`config.mk`:
```
export PLATFORM = sky130hd
export DESIGN_NAME = fir_agc_ctrl
export DESIGN_NICKNAME = d
export VERILOG_FILES = /design/src/rtl/fir_agc_ctrl.sv
export SDC_FILE = /design/constraint.sdc
export NUM_CORES = 1
export LEC_CHECK = 0
export CORE_MARGIN = 1.5
export CORE_UTILIZATION = 45
export DETAILED_ROUTE_END_ITERATION = 10
export GPL_TIMING_DRIVEN = 1
export PLACE_DENSITY = 0.67
export SLEW_MARGIN = 20
export SYNTH_ARGS = -nofsm -noshare
export SYNTH_HDL_FRONTEND = slang
export SYNTH_SLANG_ARGS = --single-unit
```
`constraint.sdc`:
```
create_clock -name s00_axis_aclk -period 6.8 [get_ports s00_axis_aclk]
set_input_delay 1.02 -clock s00_axis_aclk [delete_from_list [all_inputs] [get_ports s00_axis_aclk]]
set_output_delay 1.02 -clock s00_axis_aclk [all_outputs]
set_load 0.01 [all_outputs]
```
`src/rtl/fir_agc_ctrl.sv`:
```
// Automatic output-shift controller for the FIR/DAC path.
// Measures the windowed peak magnitude of the FIR output stream and steps
// the FIR wrapper shift up on clipping, or down after sustained low windows.
module fir_agc_ctrl #(
   parameter int unsigned DATA_WIDTH   = 32,
   parameter int unsigned SCALER       = 12,
   parameter int unsigned WINDOW_LOG2  = 10,
   parameter int unsigned LOW_THRESH   = 32,
   parameter int unsigned HOLD_WINDOWS = 4
) (
   input  logic                   s00_axis_aclk,
   input  logic                   s00_axis_areset,
   input  logic                   enable,
   input  logic [3:0]             manual_shift,
   input  logic                   mon_tvalid,
   input  logic                   mon_tready,
   input  logic [DATA_WIDTH-1:0]  mon_tdata,
   output logic [3:0]             shift,
   output logic                   shift_update,
   output logic [DATA_WIDTH-1:0]  peak_out,
   output logic [WINDOW_LOG2:0]   clip_count,
   output logic                   busy
);

   localparam int unsigned CW    = WINDOW_LOG2 + 1;
   localparam int unsigned AMT_W = 8;
   localparam logic [DATA_WIDTH-1:0] MOST_NEG = {1'b1, {(DATA_WIDTH-1){1'b0}}};
   localparam logic [DATA_WIDTH-1:0] MAX_POS  = ~MOST_NEG;

   typedef enum logic [1:0] {IDLE, ACCUM, EVAL, APPLY} state_t;

   state_t                 state;
   logic [WINDOW_LOG2-1:0] cnt;
   logic [DATA_WIDTH-1:0]  run_peak;
   logic [CW-1:0]          run_clip;
   logic [3:0]             low_cnt;
   logic                   dir_up;
   logic                   dir_down;

   logic                   accept_c;
   logic                   last_c;
   logic [AMT_W-1:0]       sh_amt_c;
   logic [DATA_WIDTH-1:0]  mag_c;
   logic [DATA_WIDTH-1:0]  smag_c;
   logic [DATA_WIDTH-1:0]  speak_c;
   logic                   clip_c;

   // Saturating absolute value; the most-negative input maps to the max positive value
   always_comb begin
      mag_c = mon_tdata;
      if (mon_tdata[DATA_WIDTH-1]) begin
         if (mon_tdata == MOST_NEG) mag_c = MAX_POS;
         else                       mag_c = -mon_tdata;
      end
   end

   assign accept_c = mon_tvalid && mon_tready;
   assign last_c   = (cnt == {WINDOW_LOG2{1'b1}});
   assign sh_amt_c = AMT_W'(SCALER) + AMT_W'(shift);
   assign smag_c   = mag_c >> sh_amt_c;
   assign speak_c  = run_peak >> sh_amt_c;
   assign clip_c   = (smag_c > DATA_WIDTH'(127));

   // Window accumulation, evaluation and shift stepping
   always_ff @(posedge s00_axis_aclk) begin
      if (s00_axis_areset) begin
         state        <= IDLE;
         shift        <= '0;
         shift_update <= 1'b0;
         peak_out     <= '0;
         clip_count   <= '0;
         busy         <= 1'b0;
         cnt          <= '0;
         run_peak     <= '0;
         run_clip     <= '0;
         low_cnt      <= '0;
         dir_up       <= 1'b0;
         dir_down     <= 1'b0;
      end else begin
         shift_update <= 1'b0;
         case (state)
            IDLE: begin
               shift <= manual_shift;
               if (enable) begin
                  state    <= ACCUM;
                  busy     <= 1'b1;
                  cnt      <= '0;
                  run_peak <= '0;
                  run_clip <= '0;
                  low_cnt  <= '0;
                  dir_up   <= 1'b0;
                  dir_down <= 1'b0;
               end
            end
            ACCUM: begin
               if (!enable) begin
                  state <= IDLE;
                  busy  <= 1'b0;
               end else if (accept_c) begin
                  if (mag_c > run_peak) run_peak <= mag_c;
                  run_clip <= run_clip + CW'(clip_c);
                  cnt      <= cnt + WINDOW_LOG2'(1);
                  if (last_c) state <= EVAL;
               end
            end
            EVAL: begin
               peak_out <= run_peak;
               clip_count <= run_clip;
               dir_up   <= 1'b0;
               dir_down <= 1'b0;
               if (speak_c > DATA_WIDTH'(127)) begin
                  dir_up  <= 1'b1;
                  low_cnt <= '0;
               end else if (speak_c < DATA_WIDTH'(LOW_THRESH)) begin
                  if (low_cnt + 4'd1 >= 4'(HOLD_WINDOWS)) begin
                     dir_down <= 1'b1;
                     low_cnt  <= '0;
                  end else begin
                     low_cnt <= low_cnt + 4'd1;
                  end
               end else begin
                  low_cnt <= '0;
               end
               state <= APPLY;
            end
            APPLY: begin
               if (dir_up && (shift != 4'hF)) begin
                  shift        <= shift + 4'd1;
                  shift_update <= 1'b1;
               end else if (dir_down && (shift != 4'h0)) begin
                  shift        <= shift - 4'd1;
                  shift_update <= 1'b1;
               end
               cnt      <= '0;
               run_peak <= '0;
               run_clip <= '0;
               if (enable) begin
                  state <= ACCUM;
               end else begin
                  state <= IDLE;
                  busy  <= 1'b0;
               end
            end
            default: begin
               state <= IDLE;
               busy  <= 1'b0;
            end
         endcase
      end
   end

endmodule
```
# Word level (Yosys, flattened, before mapping)
# Index checks and enable logic that the tools add are counted.
op_classes:
  muxes: 41
  shifts: 2
  addsub: 7
  magnitude_cmp: 5
  n_reduce_logical: 17
  bitwise_logic: 1
  eq_ne: 14
op_table:
  columns: ["cell", "count"]
  rows:
  - ["2-to-1 mux 32 bit", 6]
  - ["one-hot mux 32 bit (3 select lines)", 1]
  - ["greater-than comparator 32 x 7 -> 1 bit, second input constant", 2]
  - ["right shift 32 x 5 -> 32 bit", 2]
  - ["2-to-1 mux 11 bit", 3]
  - ["one-hot mux 11 bit (3 select lines)", 1]
  - ["== test 32 bit, second input constant", 1]
  - ["greater-than comparator 32 bit", 1]
  - ["less-than comparator 32 x 6 -> 1 bit, second input constant", 1]
  - ["negation 32 bit", 1]
  - ["2-to-1 mux 10 bit", 3]
  - ["one-hot mux 10 bit (3 select lines)", 1]
  - ["2-to-1 mux 4 bit", 6]
  - ["one-hot mux 4 bit (2 select lines)", 2]
  - ["adder 11 x 1 -> 11 bit", 1]
  - ["adder 10 x 1 -> 10 bit, second input constant", 1]
  - ["== test 10 bit, second input constant", 1]
  - ["2-to-1 mux 1 bit", 10]
  - ["inequality test 2 bit, second input constant", 5]
  - ["inequality test 3 bit, second input constant", 3]
  - ["adder 4 x 1 -> 4 bit, second input constant", 2]
  - ["2-to-1 mux 2 bit", 4]
  - ["one-hot mux 2 bit (4 select lines)", 1]
  - ["one-hot mux 1 bit (2 select lines)", 3]
  - ["other kinds (17)", 25]
totals:
  word_cells: 99
  input_bits: 41
  reg_bits: 110
  output_inout_bits: 49

# Logic depth before layout (Yosys ltp)
logic_depth:
  word_depth: 9
  ltp_mapped: 22
  ltp_nobuf: 18

# Least setup slack after synthesis
# No wires, ideal clock.
synth_timing:
  kind: "input port to flip-flop"
  start: "input mon_tdata[23]"
  end: "register run_peak[26]"
  setup_time_ns: 0.072
  path_buffers: 5
  cell_stages: 20
  path_slack_ns: 1.432
  t_arrival_ns: 5.297
  required_ns: 6.728
  cell_sequence: "clkbuf_1 > or4_1 > or3_1 > buf_2 > or3_2 > or2_2 > clkbuf_1 > a21o_1 > o21ai_0 > ha_1 > nand3_1 > nor3_1 > nand3_1 > or4_1 > o211ai_1 > and3_1 > o31a_1 > buf_6 > buf_12 > mux2i_1"
synth_between:
  elab_chain_len: 7
  word_cells_on_any_way: 11
  classes_between: "add/sub: 1; order compare: 1; eq/ne: 2; mux: 6; reduce/logical: 1"
synth_lines:
  columns: ["element", "line_no", "rtl"]
  rows:
  - ["start: declaration", "17", "input logic [DATA_WIDTH-1:0] mon_tdata,"]
  - ["negation 32 bit / == test 32 bit (equally long branches)", "53, 52", null]
  - ["2-to-1 mux 32 bit", "52", "if (mon_tdata == MOST_NEG) mag_c = MAX_POS;"]
  - ["2-to-1 mux 32 bit (*)", "51", "if (mon_tdata[DATA_WIDTH-1]) begin"]
  - ["branches (longest 4 deep; another with greater-than comparator 32 bit)", null, null]
  - ["end signal: assignment", "100", "if (mag_c > run_peak) run_peak <= mag_c;"]
  - ["end: declaration", "34", "logic [DATA_WIDTH-1:0] run_peak;"]
# Mark *: on every way between the ends. The select of a mux whose other input is x is not followed.
# A chain may end at the register's enable or synchronous reset.

# Worst setup path in the final report
layout_timing:
  start: "input mon_tdata[15]"
  end: "register run_peak[23]"
# The elaborated chain is that of the path after synthesis.

==> flow_metrics.env <==
export IMPL_whs_path_depth=2
export IMPL_crit_type="in -> reg"
export IMPL_rows=45
export IMPL_finalSetupTns_ns=0
export IMPL_synth_seq_cells=110
export IMPL_synth_most_common_cell="nand2_1"
export IMPL_critical_path_arrival_ns=6.12
export IMPL_combPwrFrac_pct=25.0
export IMPL_cts_hold_fix_buffers=0
export IMPL_cts_setup_buffers=0
export IMPL_vdd_ir_drop_max_mv=0.130
export IMPL_drv_slew=0
export IMPL_drc=0
export IMPL_ff2ff_setup_slack_ns=3.71
export IMPL_first_pass_iters=6
export IMPL_synth_top_area_cell="dfxtp_1"
export IMPL_overflow=0
export IMPL_fp_dieH_um=128
export IMPL_worstMarginPinSlew_ns=0.976
export IMPL_coreArea_um2=15200
export IMPL_cts_root_buf="clkbuf_16"
export IMPL_cts_tree="yes"
export IMPL_finalInstanceArea_um2=8270
export IMPL_p_leak_nw=2.95
export IMPL_layout_drive_gt1_share_pct=5.32
export IMPL_diodes=0
export IMPL_synthFlopType="dfxtp_1"
export IMPL_fmax_mhz=171
export IMPL_ys_seq_area_share_pct=31.5
export IMPL_skew_ns=0.00919
export IMPL_layout_filler_cells=1454
export IMPL_routed_via_density=5.67
export IMPL_syn_inst=872
export IMPL_ys_types=65
export IMPL_vias=6399
export IMPL_clkSinkCount=110
export IMPL_drtIter0Drc=485
export IMPL_grt_pass1_vias=5882
export IMPL_r2r_cells=12
export IMPL_synth_edf_count=0
export IMPL_portBuffers=89
export IMPL_wl_per_cell_um=15.9
export IMPL_insertion_delay_ns=0.36
export IMPL_crit_chain="clkdlybuf4s50_1, or4_1, or3_1, or3_2, or2_2, a21o_1, o21ai_0, ha_1, nand3_1, nor3_1, nand3_1, or4_1, o211ai_1, and3_1, o31a_2, buf_4, mux2i_1"
export IMPL_worstPathRequired_ns=7.08
export IMPL_post_place_ws_ns=0.659
export IMPL_antenna_found_initial=0
export IMPL_setup_viol=0
export IMPL_intPower_mw=1.13
export IMPL_grt_pass1_wl_um=29400
export IMPL_maxSlewHeadroom_pct=33.2
export IMPL_dp_hpwl_um=13400
export IMPL_finalCritPeriodShare_pct=85.9
export IMPL_synth_area_top_cells="dfxtp_1, mux2i_1, ha_1"
export IMPL_maxCapViolCount=0
export IMPL_cp_top_family="simple AND/OR/NAND/NOR gates"
export IMPL_start_kind="input port"
export IMPL_routed_wl_um=18000
export IMPL_rsz0062_at_grt="no"
export IMPL_clockPowerShare_pct=32.9
export IMPL_gr_usage_all_layers_pct=22.4
export IMPL_power_density_nw_per_um2=197
export IMPL_slowest_stage="or4_1"
export IMPL_max_stage_delay_ns=0.67
export IMPL_cts_buffer_depth=2
export IMPL_cp_depth=17
export IMPL_async_flop_share_pct=0
export IMPL_cp_max_fo=17
export IMPL_status="complete, no violations"
export IMPL_ios=90
export IMPL_crit_buf_inv=2
export IMPL_holdCritPathClass="reg -> reg"
export IMPL_die_w_um=128
export IMPL_initial_core_util_pct=46.0
export IMPL_ys_warnings_count=0
export IMPL_syn_to_final_growth_pct=18.2
export IMPL_clk_pin_slew_ns=0.07
export IMPL_cts_buffers=9
export IMPL_total_power_mw=1.63
export IMPL_synth_nets=952
export IMPL_cp_end_kind="flip-flop"
export IMPL_gp_congestion=0.936
export IMPL_synth_top_area_share_pct=31.5
export IMPL_layout_setup_ws_ns=0.958
export IMPL_final_seq_area_um2=2200
export IMPL_period_minus_slack_ns=5.84
export IMPL_ctsResizeCount=0
export IMPL_antenna_left=0
export IMPL_synth_top_cells_by_count="nand2_1, dfxtp_1, nor2_1, mux2i_1, inv_1"
export IMPL_p_sw_mw=0.507
export IMPL_hold_ws_ns=0.479
export IMPL_finalHoldViolCount=0
export IMPL_multiInputGateArea_um2=4400
export IMPL_grt_max_degree=64
export IMPL_synth_area_um2=7000
export IMPL_fin_nets=1015
export IMPL_htree_levels=3
export IMPL_placed_cell_area_um2=7970
export IMPL_synth_area_per_cell_um2=8.02
export IMPL_die_area_um2=16300
export IMPL_p_seq_share_pct=42.1
export IMPL_swShare_pct=31.1
## registers in the layout, summed over array words and instances (netlist names), 4 cells and up, named ones only
register,cells
peak_out,32
run_peak,32
clip_count,11
run_clip,11
cnt,10
low_cnt,4
shift,4
## worst reg2reg max path: cells and delay by family (launching register included)
family,cells,cell delay [ns]
AND/OR/NAND/NOR,4,0.62
buffers and inverters,2,0.41
multiplexers,1,0.25
flip-flops,1,0.39
adder cells (fa/ha/maj),1,0.32
AO/OA/AOI/OAI,4,1.02
## power by group through the flow
stage / clock [mW] / sequential [mW] / combinational, mW
after global placement: 0 / 0.702 / 0.404
after CTS: 0.550 / 0.687 / 0.408
after detailed placement: 0 / 0.702 / 0.405
final: 0.538 / 0.687 / 0.407
after floorplan: 0 / 0.691 / 0.320
after global routing: 0.577 / 0.690 / 0.454
## per-stage QoR
| step | instances | utilization [%] |
|---|---|---|
| after global placement | 1112 | 52.4 |
| after detailed placement | 1112 | 52.4 |
| after floorplan | 872 | - |
| after CTS | 1128 | 54.4 |
| final | 1128 | 54.4 |
| after global routing | 1128 | 54.4 |
## path summary, 6_finish.rpt
check	from	end
setup / recovery	mon_tdata[15]	run_peak[23]
hold reg to reg	run_peak[18]	run_peak[18]
setup reg to reg	run_peak[31]	run_peak[23]
hold / removal	run_peak[18]	run_peak[18]
## cells by family after synthesis
family	share of synthesized area, %
compound gates	14.2
xor+xnor	4.13
fa+ha+maj	7.08
buf+inv	5.83
flops	31.5
mux	12.8
simple gates	24.5
## metal layers
metal  global-route usage, %  wire (um)  part of all wire (%)  vias up
li1                        -          -                     -     3224
met1                    30.2       8560                    48     2978
met2                    36.9       8250                    46      173
met3                    3.17        815                   4.5       24
met4                    7.67        334                   1.9        0
met5                       0          0                     0        -
## cell type report
type                            count  area share, %
Clock buffer                       11           2.81
Clock inverter                      5          0.817
Inverter                           41           1.86
Multi-Input combinational cell    671           53.1
Sequential cell                   110           26.6
Tap cell                          188           2.84
Timing Repair Buffer              102           11.9
## cells in the final DEF (no fill, tap or decap), types with 7 or more instances in the layout
cell	count
nand2b_1	8
dfxtp_1	110
ha_1	37
a21o_1	10
a21oi_1	31
nor2b_1	8
a22oi_1	7
a211oi_1	10
nand4_1	12
nand3_1	18
clkdlybuf4s50_1	88
a31oi_1	8
or2_2	9
clkbuf_16	9
xor2_1	23
mux2i_1	86
buf_4	13
and3_1	13
nor4_1	19
nor2_1	107
nor3_1	24
inv_1	41
or4_1	9
or3_1	8
xnor2_1	10
nand2_1	112
o21ai_0	34
No activity file was read; power rests on OpenSTA's default activity.
